<file path="src/rtl/keypad_entry.sv">
// Keypad entry: debounces scanner key codes into single events and assembles a signed BCD command with an axis.
// Optional macro KEYPAD_ENTRY_ECHO_EN adds live display mirrors of the entry buffer, count, sign and axis.
module keypad_entry #(
  parameter int NDIGITS        = 4,
  parameter int RELEASE_CYCLES = 500000
) (
  input  logic                   clk,
  input  logic                   rst_n,
  input  logic [3:0]             key_code,
  input  logic                   released,
  output logic                   out_valid,
  input  logic                   out_ready,
  output logic [4*NDIGITS-1:0]   out_bcd,
  output logic [1:0]             out_axis,
  output logic                   out_neg,
  output logic                   key_evt,
  output logic                   err
`ifdef KEYPAD_ENTRY_ECHO_EN
  ,
  output logic [4*NDIGITS-1:0]          disp_bcd,
  output logic [$clog2(NDIGITS+1)-1:0]  disp_count,
  output logic                          disp_neg,
  output logic [1:0]                    disp_axis
`endif
);

  localparam int BCD_W = 4 * NDIGITS;
  localparam int CNT_W = $clog2(NDIGITS + 1);
  localparam int QW    = (RELEASE_CYCLES > 1) ? $clog2(RELEASE_CYCLES) : 1;

  typedef enum logic {S_HELD, S_IDLE} state_t;

  state_t             state;
  logic [QW-1:0]      quiet;
  logic [BCD_W-1:0]   entry;
  logic [CNT_W-1:0]   count;
  logic               neg;
  logic [1:0]         axis;

  logic               take;
  logic               is_digit;
  logic               room;
  logic               slot_free;
  logic               accept_f;

  function automatic logic [BCD_W-1:0] shift_in(input logic [BCD_W-1:0] e, input logic [3:0] d);
    return (e << 4) | BCD_W'(d);
  endfunction

  function automatic logic [BCD_W-1:0] shift_out(input logic [BCD_W-1:0] e);
    return e >> 4;
  endfunction

  always_comb begin
    take      = (state == S_IDLE) && !released;
    is_digit  = (key_code <= 4'd9);
    room      = (count < CNT_W'(NDIGITS));
    slot_free = !out_valid || out_ready;
    accept_f  = take && (key_code == 4'hF) && (count != '0) && slot_free;
  end

  // A key is captured and processed on the same edge, so key_evt and its effects appear together.
  always_ff @(posedge clk or negedge rst_n) begin
    if (!rst_n) begin
      state     <= S_HELD;
      quiet     <= '0;
      entry     <= '0;
      count     <= '0;
      neg       <= 1'b0;
      axis      <= 2'd0;
      out_valid <= 1'b0;
      out_bcd   <= '0;
      out_axis  <= 2'd0;
      out_neg   <= 1'b0;
      key_evt   <= 1'b0;
      err       <= 1'b0;
    end else begin
      key_evt <= 1'b0;
      err     <= 1'b0;
      if (out_valid && out_ready)
        out_valid <= 1'b0;

      case (state)
        S_HELD: begin
          if (!released) begin
            quiet <= '0;
          end else if (quiet == QW'(RELEASE_CYCLES - 1)) begin
            quiet <= '0;
            state <= S_IDLE;
          end else begin
            quiet <= quiet + 1'b1;
          end
        end

        S_IDLE: begin
          if (take) begin
            key_evt <= 1'b1;
            quiet   <= '0;
            state   <= S_HELD;
            if (is_digit) begin
              if (room) begin
                entry <= shift_in(entry, key_code);
                count <= count + 1'b1;
              end else begin
                err <= 1'b1;
              end
            end else begin
              case (key_code)
                4'hA: axis <= 2'd0;
                4'hB: axis <= 2'd1;
                4'hC: axis <= 2'd2;
                4'hD: neg  <= ~neg;
                4'hE: begin
                  // Backspace at an empty entry is silently ignored.
                  if (count != '0) begin
                    entry <= shift_out(entry);
                    count <= count - 1'b1;
                    if (count == CNT_W'(1))
                      neg <= 1'b0;
                  end
                end
                default: begin
                  if (accept_f) begin
                    out_bcd   <= entry;
                    out_axis  <= axis;
                    out_neg   <= neg;
                    out_valid <= 1'b1;
                    entry     <= '0;
                    count     <= '0;
                    neg       <= 1'b0;
                  end else begin
                    err <= 1'b1;
                  end
                end
              endcase
            end
          end
        end

        default: state <= S_HELD;
      endcase
    end
  end

`ifdef KEYPAD_ENTRY_ECHO_EN
  assign disp_bcd   = entry;
  assign disp_count = count;
  assign disp_neg   = neg;
  assign disp_axis  = axis;
`endif

endmodule

</file>
<file path="config.mk">
export PLATFORM = sky130hd
export DESIGN_NAME = keypad_entry
export DESIGN_NICKNAME = d
export VERILOG_FILES = /design/src/rtl/keypad_entry.sv
export SDC_FILE = /design/constraint.sdc
export NUM_CORES = 1
export LEC_CHECK = 0
export ABC_AREA = 1
export BUFFER_PORTS_ARGS = -buffer_cell sky130_fd_sc_hd__buf_2
export CAP_MARGIN = 20
export CORE_MARGIN = 10
export CORE_UTILIZATION = 45
export CTS_CLUSTER_SIZE = 24
export DETAILED_ROUTE_END_ITERATION = 7
export REMOVE_ABC_BUFFERS = 1
export SLEW_MARGIN = 20
export SYNTH_ARGS = -nofsm -noshare
export SYNTH_HDL_FRONTEND = slang
export SYNTH_SLANG_ARGS = --single-unit
</file>
<file path="constraint.sdc">
create_clock -name clk -period 1.9 [get_ports clk]
set_input_delay 0.38 -clock clk [delete_from_list [all_inputs] [get_ports clk]]
set_output_delay 0.38 -clock clk [all_outputs]
set_load 0.02 [all_outputs]
</file>
==> metrics.csv, run 1 <==
stage;metric;value;unit
synthesis;synth-seq-area-share;49.0;%
power;finalPower;2960;uW
finish;syn_to_final_growth;19.3;%
setup_path;setup.worst_path.start_class;flop;
setup_path;cp_top_family;simple AND/OR/NAND/NOR gates;
setup_path;r2r_start;count[0];
synthesis;synth_edf_count;0;
outcome;status;complete, no violations;
synthesis;synthCells;412;
die;start_util;45.6;%
detailed_routing;ant_nets;0;
setup_path;cp-startpoint;count[0];
timing;fin_setup_tns;0;ns
die;core_area;7180;um^2
synthesis;yosys-top-cells-area;dfrtp_1 49%, nand2_1 15%, nand3_1 6.0%;
detailed_routing;vias;2719;
finish;nNetsFinal;475;
timing;finalCriticalPeriod;1.72;ns
clocking;clkTransAtPathRegs;0.07;ns
placement;io_buffers;29;
setup_path;worstPathRequired;2.18;ns
global_routing;grt_use_met1;17.7;%
die;rows;31;
timing;fin_crit_sh;90.3;%
power;pwr_density_cell;760;nW/um^2
synthesis;yosys.area.top_type;dfrtp_1;
timing;finalSetupViolations;0;
detailed_routing;routed_wl;7.40;mm
synthesis;syn-cell-area;3270;um^2
global_routing;grt_pass1_wl;12.6;mm
synthesis;yosysUniqueCellTypes;33;
power;combPwrFrac;6.3;%
global_routing;globalRoute.busiestLayer;met2;
power;power_frac_seq;46.7;%
clocking;cts_buffers;9;
setup_path;path_class;reg2reg;
power;p_sw_share;22.8;%
clocking;cts_hold_buf;0;
global_routing;grtUsageMet2;20.6;%
finish;antennaDiodeCount;0;
die;die_w;105;um
setup_path;cp_max_fo;18;
synthesis;synth_top_area_share;49.0;%
timing;hold_viol;0;
synthesis;synth_ff_type;dfrtp_1;
detailed_routing;drt_iter0_drc;114;
die;die_h;105;um
detailed_routing;drt_first_pass_iters;4;
setup_path;slowest_stage;dfrtp_1;
setup_path;cp.arrival;2.00;ns
timing;slew_headroom;69.8;%
setup_path;critPathCaptureType;flop;
finish;drive_above_1_share;18.2;%
clocking;clk_path_buf_depth;2;
setup_path;crit_path_frequent_cell;inv_1;
clocking;cts_htree_levels;3;
timing;slew_violations;0;
global_routing;grt-ovfl-total;0;
placement;gp_congestion;0.788;
synthesis;yosysWarnings;0;
detailed_routing;wl_per_cell;13.1;um
detailed_routing;drc;0;
synthesis;synth_async_sr_flop_share;100;%
power;power.leakage;0.00197;uW
placement;place_hpwl;4.96;mm
timing;worst_pin_slew;0.453;ns
synthesis;synth.avg_cell_area;7.94;um^2
power;p_sw;676;uW
timing;rsz0062_at_grt;no;
global_routing;grt_max_degree;65;
power;pwr-share-clk;47.0;%
setup_path;crit_chain;inv_1 > ha_1 > inv_1 > nor2_1 > buf_4 > nor2_4 > nand2_4 > nand3_4 > buf_6 > nand3_1 > nand2_1;
job;maxCapViolations;0;
die;dieArea;11100;um^2
setup_path;path_buf_inv;4;
clocking;clkLatencyLatePin;0.35;ns
global_routing;met3_usage;4.38;%
clocking;cts.sinks;64;
global_routing;grt_pass1_vias;2677;
clocking;root_buffer;clkbuf_8;
power;peakVddDrop;325;uV
detailed_routing;avgViaCountPerCell;4.80;
hold_path;min_path_type;in2async;
clocking;cts_tree;done;
setup_path;slowest_delay;0.37;ns
power;p_int;2290;uW
global_routing;track_usage;13.7;%
synthesis;ys_seq_elements;64;
timing;fmax;0.583;GHz
timing;clock_skew;0.00730;ns
die;io_pins;30;
global_routing;antenna_found_initial;0;
metrics by stage:
stage / instance area [um^2] / util, % / instances / setup slack (ns) / hold WS, ns
CTS: 3870 / 54.0 / 565 / 0.0289 / 0.0505
global placement: 3630 / 50.6 / 549 / -0.162 / 0.421
floorplan: 3180 / - / 400 / 0.0170 / 0.0844
detailed placement: 3630 / 50.6 / 549 / -0.207 / 0.424
global route: 3900 / 54.4 / 566 / 0.0124 / 0.0693
finish: 3900 / 54.4 / 566 / 0.184 / 0.0369
state kept, by name, summed over array words and instances (netlist names):
register and flops:
entry 16, out_axis 2, neg 1, state 1
out_valid 1, count 3, out_neg 1, err 1
out_bcd 16, quiet 19, axis 2, key_evt 1
power groups by stage:
stage,logic (uW),registers (uW),clock network [uW]
after floorplan,82.6,1410,0
after global placement,181,1410,0
after detailed placement,184,1410,0
after CTS,186,1380,1410
after global routing,212,1390,1470
final,188,1380,1390
placed cells by master (no fill, tap or decap), types with 3 or more instances in the layout:
cell type  Yosys  layout
a21oi_1        4       4
buf_2          1      29
buf_4          2      18
clkbuf_8       0      12
dfrtp_1       64      64
ha_1           5       5
inv_1         44      44
inv_2          4       4
nand2_1      132     132
nand3_1       39      38
nor2_1        33      33
nor2_4         1       3
nor3_1         3       3
o21ai_0       27      27
o22ai_1       16      16
xor2_1         8       8
worst paths after layout:
path | slack [ns] | cells past startpoint | endpoint
max in group asynchronous | 1.58 | 2 | entry[11]
worst max-delay path | 0.18 | 11 | entry[3]
worst min register to register | 0.47 | 2 | out_axis[1]
worst min-delay path | 0.04 | 2 | quiet[14]
worst max register to register | 0.18 | 11 | entry[3]
min in group clk | 0.24 | 2 | out_valid
routing by layer:
layer / vias to the layer above / wire length, um
li1: 1419 / -
met1: 1241 / 3690
met2: 46 / 3230
met3: 13 / 351
met4: 0 / 128
met5: - / 0
final cells by class:
type                       count  area, um^2
tap                           99         124
fill                         669        3280
clock buffer                  12         165
inverter                      49         189
timing repair buffer          50         332
multi-input combinational    288        1410
clock inverter                 4        75.1
sequential                    64        1600
cell families after synthesis:
| kind of cell | Yosys count | synth area share, % |
|---|---|---|
| AND/OR/NAND/NOR | 218 | 28.6 |
| flip-flops | 64 | 49.0 |
| buffers and inverters | 61 | 8.57 |
| AO/OA/AOI/OAI | 56 | 9.84 |
| XOR/XNOR | 8 | 2.14 |
| adder cells (fa/ha/maj) | 5 | 1.91 |
timing repair:
| action | 4_1_cts | 5_1_grt |
|---|---|---|
| gates cloned | 0 | 1 |
| pin swaps | 0 | 1 |
| setup buffers | 0 | 0 |
| setup endpoints to repair | 19 | 28 |
| resized for setup | 1 | 4 |
Yosys cell counts, types with 2 or more instances:
cell type,instances
nand2_1,132
dfrtp_1,64
inv_1,44
nand3_1,39
nor2_1,33
o21ai_0,27
o22ai_1,16
xor2_1,8
buf_6,5
ha_1,5
a21oi_1,4
clkbuf_1,4
inv_2,4
nor3_1,3
buf_4,2
nor2_2,2
o21ai_1,2
o21ai_2,2
o31ai_1,2
No activity file was read; power rests on OpenSTA's default activity.
==> inputs of run 2 (changes only) <==
- CORE_ASPECT_RATIO: not set -> 0.9
- clock period: 1.9 -> 1.6 ns (I/O delays scaled with it)
==> run 2 against run 1 <==
- sequential share of layout area shrank 1.1 points
- clock power down 11%
- wire length up 3.9%
- final cell count is 1.4% higher
- power grew 5.6%
- setup slack lost 0.083 ns
- global-route usage increased by 0.47 points
- combinational power is 30% higher
- via count is 5.7% higher
- design area up 2.8%
- highest routed layer unchanged
==> metrics.csv, run 2 (synthesized netlist as in run 1, its figures left out) <==
stage;metric;value;unit
global_routing;grt-ovfl-total;0;
setup_path;worstPathRequired;1.84;ns
placement;place_hpwl;5.31;mm
finish;drive_above_1_share;22.2;%
detailed_routing;drt_first_pass_iters;4;
hold_path;min_path_type;in2reg;
die;io_pins;30;
setup_path;critPathCaptureType;flop;
detailed_routing;vias;2874;
finish;largest_reg_flops;19;
detailed_routing;drc;0;
timing;rsz0062_at_grt;yes;
setup_path;cp.arrival;1.74;ns
clocking;cts_buffers;9;
global_routing;grt_max_degree;33;
setup_path;cp-startpoint;count[1];
timing;worst_pin_slew;0.473;ns
timing;slew_violations;0;
hold_path;hp-start;out_ready;
power;power.leakage;0.00201;uW
detailed_routing;drt_iter0_drc;135;
finish;final_common_cell;nand2_1;
timing;clock_skew;0.00914;ns
finish;syn_to_final_growth;22.7;%
finish;max_flop_register;quiet;
die;rows;29;
timing;hold_viol;0;
global_routing;grt_pass1_wl;12.7;mm
setup_path;r2r_start;count[1];
clocking;root_buffer;clkbuf_8;
die;dieArea;11100;um^2
clocking;clkLatencyLatePin;0.34;ns
finish;final_util;56.7;%
timing;finalSetupViolations;0;
die;die_h;101;um
timing;finalCriticalPeriod;1.50;ns
die;core_area;7080;um^2
finish;filler_cell_count;657;
finish;final_cell_mix;130 x nand2_1, 64 x dfrtp_1, 42 x inv_1;
power;pwr_density_cell;780;nW/um^2
timing;fin_crit_sh;93.7;%
die;die_w;110;um
detailed_routing;wl_per_cell;13.4;um
setup_path;setup.worst_path.start_class;flop;
clocking;cts_tree;done;
clocking;cts_htree_levels;3;
clocking;clkTransAtPathRegs;0.07;ns
clocking;cts.sinks;64;
finish;antennaDiodeCount;0;
detailed_routing;avgViaCountPerCell;5.01;
timing;hold_slack;0.174;ns
global_routing;track_usage;14.2;%
setup_path;path_class;reg2reg;
detailed_routing;ant_nets;0;
clocking;clk_path_buf_depth;2;
placement;io_buffers;29;
detailed_routing;routed_wl;7.69;mm
finish;nNetsFinal;490;
finish;top_regs;quiet (19), entry (16), out_bcd (16);
placement;gp_congestion;0.827;
job;maxCapViolations;0;
timing;fmax;0.667;GHz
die;start_util;46.2;%
timing;slew_headroom;68.4;%
outcome;status;complete, no violations;
global_routing;antenna_found_initial;0;
power;peakVddDrop;428;uV
global_routing;grt_pass1_vias;2688;
setup_path;cp_max_fo;6;
==> run 2: changes by cell type in the layout (fill, tap and decap cells not counted), sizes merged, moves of 2 or more <==
cell / previous run / this run
clkbuf: 12 / 15
bufinv: 2 / 0
clkinvlp: 2 / 0
buf: 50 / 64
==> run 2: final timing paths <==
| kind | end | slack, ns | cells past startpoint |
|---|---|---|---|
| max | entry[10] | 0.10 | 10 |
| min | out_valid | 0.17 | 2 |
| max reg2reg | entry[10] | 0.10 | 10 |
| min reg2reg | out_axis[1] | 0.47 | 2 |
| max in group asynchronous | quiet[1] | 0.64 | 3 |
| min in group asynchronous | out_bcd[14] | 0.46 | 2 |
==> run 2: where the power goes <==
part           internal [uW]  switching (uW)
Clock                    642             599
Combinational           93.9             150
Sequential              1630            10.6
Total                   2370             760
==> run 2: per-stage QoR <==
step           setup slack [ns]  cell area (um^2)  setup TNS (ns)  std cells  power [uW]
6_report                  0.101              4010               0        574        3130
5_1_grt                 -0.0184              4010         -0.0219        574        3260
3_5_place_dp             0.0290              3690               0        550        1890
4_1_cts                 0.00690              3870               0        566        3130
3_3_place_gp             0.0257              3690               0        550        1890
2_1_floorplan            -0.283              3180           -5.38        400        1770
==> run 2: layout make-up <==
class | count | area [um^2] | area share (%)
flip-flops and latches | 64 | 1600 | 39.9
clock buffers | 15 | 166 | 4.15
inverters | 49 | 189 | 4.71
well taps | 93 | 116 | 2.90
multi-input cells | 288 | 1460 | 36.4
repair buffers | 65 | 478 | 11.9
==> run 2: metal layers <==
layer  track usage (%)  vias up  part of all wire (%)
met3              5.12        6                   4.1
met4              3.80        0                  0.82
met1              18.4     1372                    47
li1                  -     1455                     -
met2              21.8       41                    48
met5                 0        -                     0
==> run 2: timing repair <==
action / CTS / global route
setup endpoints to repair: 2 / 39
hold buffers: 1 / 0
hold endpoints to repair: 15 / 0
buffers inserted: 0 / 5
gates cloned: 0 / 3
resized for setup: 1 / 29
pin swaps: 0 / 10
==> run 2: worst max-delay path, stage by stage (launching register included) <==
cell and delay (ns):
dfrtp_1 0.40, inv_2 0.07, ha_1 0.15, inv_2 0.04, nor2_2 0.10, nor2_2 0.06, nand2_2 0.10, nand3_4 0.16
buf_6 0.18, nand3_1 0.08, nand2_1 0.06
==> inputs of run 3 (changes only) <==
- RECOVER_POWER: not set -> 25
- REMOVE_ABC_BUFFERS: 1 -> not set
==> run 3 against run 2 <==
- the run now ends with setup timing left
- sequential share of layout area is 2.1 points lower
- first-iteration DRC count is 24% higher
- via count increased by 1.9%
- wire length increased by 5.1%
- fmax shrank 6.3%
- critical path type unchanged
- highest routed layer unchanged
==> metrics.csv, run 3 (synthesized netlist as in run 1, its figures left out) <==
stage;metric;value;unit
finish;max_flop_register;quiet;
global_routing;grt_pass1_vias;2750;
setup_path;cp.arrival;1.84;ns
setup_path;r2r_start;count[0];
setup_path;cp-startpoint;count[0];
detailed_routing;routed_wl;8.08;mm
finish;final_cell_mix;128 x nand2_1, 64 x dfrtp_1, 41 x inv_1;
finish;filler_cell_count;652;
setup_path;cp_max_fo;6;
finish;register_area;1600;um^2
timing;fin_crit_sh;100;%
setup_path;critPathCaptureType;flop;
die;die_w;110;um
timing;rsz0062_at_grt;yes;
placement;pre_cts_ws;-0.216;ns
outcome;violations;setup timing;
finish;largest_reg_flops;19;
placement;placedCellCount;559;
placement;gp_congestion;0.807;
clocking;cts_htree_levels;3;
finish;final_common_cell;nand2_1;
finish;syn_to_final_growth;29.6;%
global_routing;antenna_found_initial;0;
finish;drive_above_1_share;27.8;%
finish;nNetsFinal;497;
die;rows;29;
die;dieArea;11100;um^2
finish;stdcell_area;4240;um^2
timing;slew_violations;0;
placement;place_hpwl;5.23;mm
timing;slew_headroom;42.7;%
power;peakVddDrop;588;uV
clocking;clkLatencyLatePin;0.35;ns
detailed_routing;vias;2928;
placement;io_buffers;29;
setup_path;crit_path_frequent_cell;nor2_4;
timing;finalSetupViolations;1;
setup_path;path_class;reg2reg;
detailed_routing;avgViaCountPerCell;5.03;
detailed_routing;wl_per_cell;13.9;um
timing;clock_skew;0.00862;ns
clocking;root_buffer;clkbuf_8;
hold_path;hp-start;out_ready;
hold_path;min_path_type;in2reg;
detailed_routing;ant_nets;0;
setup_path;slowest_stage;dfrtp_1;
global_routing;track_usage;14.7;%
global_routing;grt_max_degree;65;
timing;worst_pin_slew;0.860;ns
detailed_routing;drt_first_pass_iters;4;
die;start_util;46.2;%
job;maxCapViolations;0;
power;pwr_density_cell;794;nW/um^2
setup_path;crit_chain;inv_2 > ha_4 > inv_4 > nor2_4 > buf_6 > nor2_4 > nand2_4 > nand3_4 > buf_8 > nand3_1 > nand2_1;
setup_path;worstPathRequired;1.84;ns
timing;hold_slack;0.178;ns
clocking;cts_tree;done;
detailed_routing;drt_iter0_drc;167;
power;power.leakage;0.00207;uW
clocking;cts.sinks;64;
finish;multiInputGateArea;1580;um^2
clocking;cts_buffers;9;
timing;finalCriticalPeriod;1.60;ns
outcome;status;finished, violations left;
die;io_pins;30;
synthesis;syn_nets;425;
clocking;clkTransAtPathRegs;0.07;ns
finish;antennaDiodeCount;0;
finish;top_regs;quiet (19), entry (16), out_bcd (16);
die;die_h;101;um
finish;instances_no_fill;582;
die;core_area;7080;um^2
setup_path;slowest_delay;0.40;ns
timing;hold_viol;0;
setup_path;setup.worst_path.start_class;flop;
placement;place_area;3750;um^2
detailed_routing;drc;0;
global_routing;grt_pass1_wl;13.1;mm
global_routing;grt-ovfl-total;0;
clocking;clk_path_buf_depth;2;
timing;setup_slack;-0.0000284;ns
timing;fmax;0.625;GHz
-- run 3: what timing repair did --
item	in CTS	in global routing
setup buffers	0	6
pin swaps	0	32
gates cloned	0	2
endpoints found under the setup margin	22	49
gates resized for setup	8	46
endpoints found under the hold margin	46	0
hold buffers	1	0
-- run 3: layout make-up --
cell class | instances | area share [%]
multi-input combinational | 288 | 37.4
clock buffer | 10 | 3.25
sequential | 64 | 37.8
timing repair buffer | 72 | 12.7
tap | 93 | 2.75
inverter | 49 | 4.52
clock inverter | 6 | 1.59
-- run 3: per-layer routing --
metal	wire length (um)	up-vias	GRT usage [%]
li1	-	1466	-
met1	3970	1391	20.7
met2	3650	58	21.3
met3	366	13	4.54
met4	91	0	3.70
met5	0	-	0
-- run 3: critical path: cells and delay by family (launching register included) --
family        cells  cell delay (ns)
fa+ha+maj         1             0.14
buf+inv           4             0.44
flops             1             0.40
simple gates      6             0.50
-- run 3: worst paths after layout --
| kind | to | slack, ns | cells after the start |
|---|---|---|---|
| max | entry[1] | -0.00003 | 11 |
| max reg2reg | entry[1] | -0.00003 | 11 |
| min in group asynchronous | out_bcd[14] | 0.73 | 3 |
| min | out_valid | 0.18 | 2 |
| min reg2reg | out_axis[0] | 0.47 | 2 |
| max in group asynchronous | key_evt | 0.31 | 3 |
-- run 3: through the flow --
stage	total power (uW)	utilization, %	setup TNS (ns)
6_report	3360	59.9	-0.0000284
5_1_grt	3510	59.9	-1.01
4_1_cts	3350	56.6	-0.00205
3_5_place_dp	1910	53.1	-3.80
3_3_place_gp	1900	53.1	-2.75
2_1_floorplan	1780	-	0
-- run 3: where the power goes --
part,total [uW],internal [uW],leakage (uW),switching [uW]
Combinational,292,119,0.00108,173
Sequential,1640,1630,0.000890,12.5
Clock,1430,766,0.0000989,661
Total,3360,2520,0.00207,847
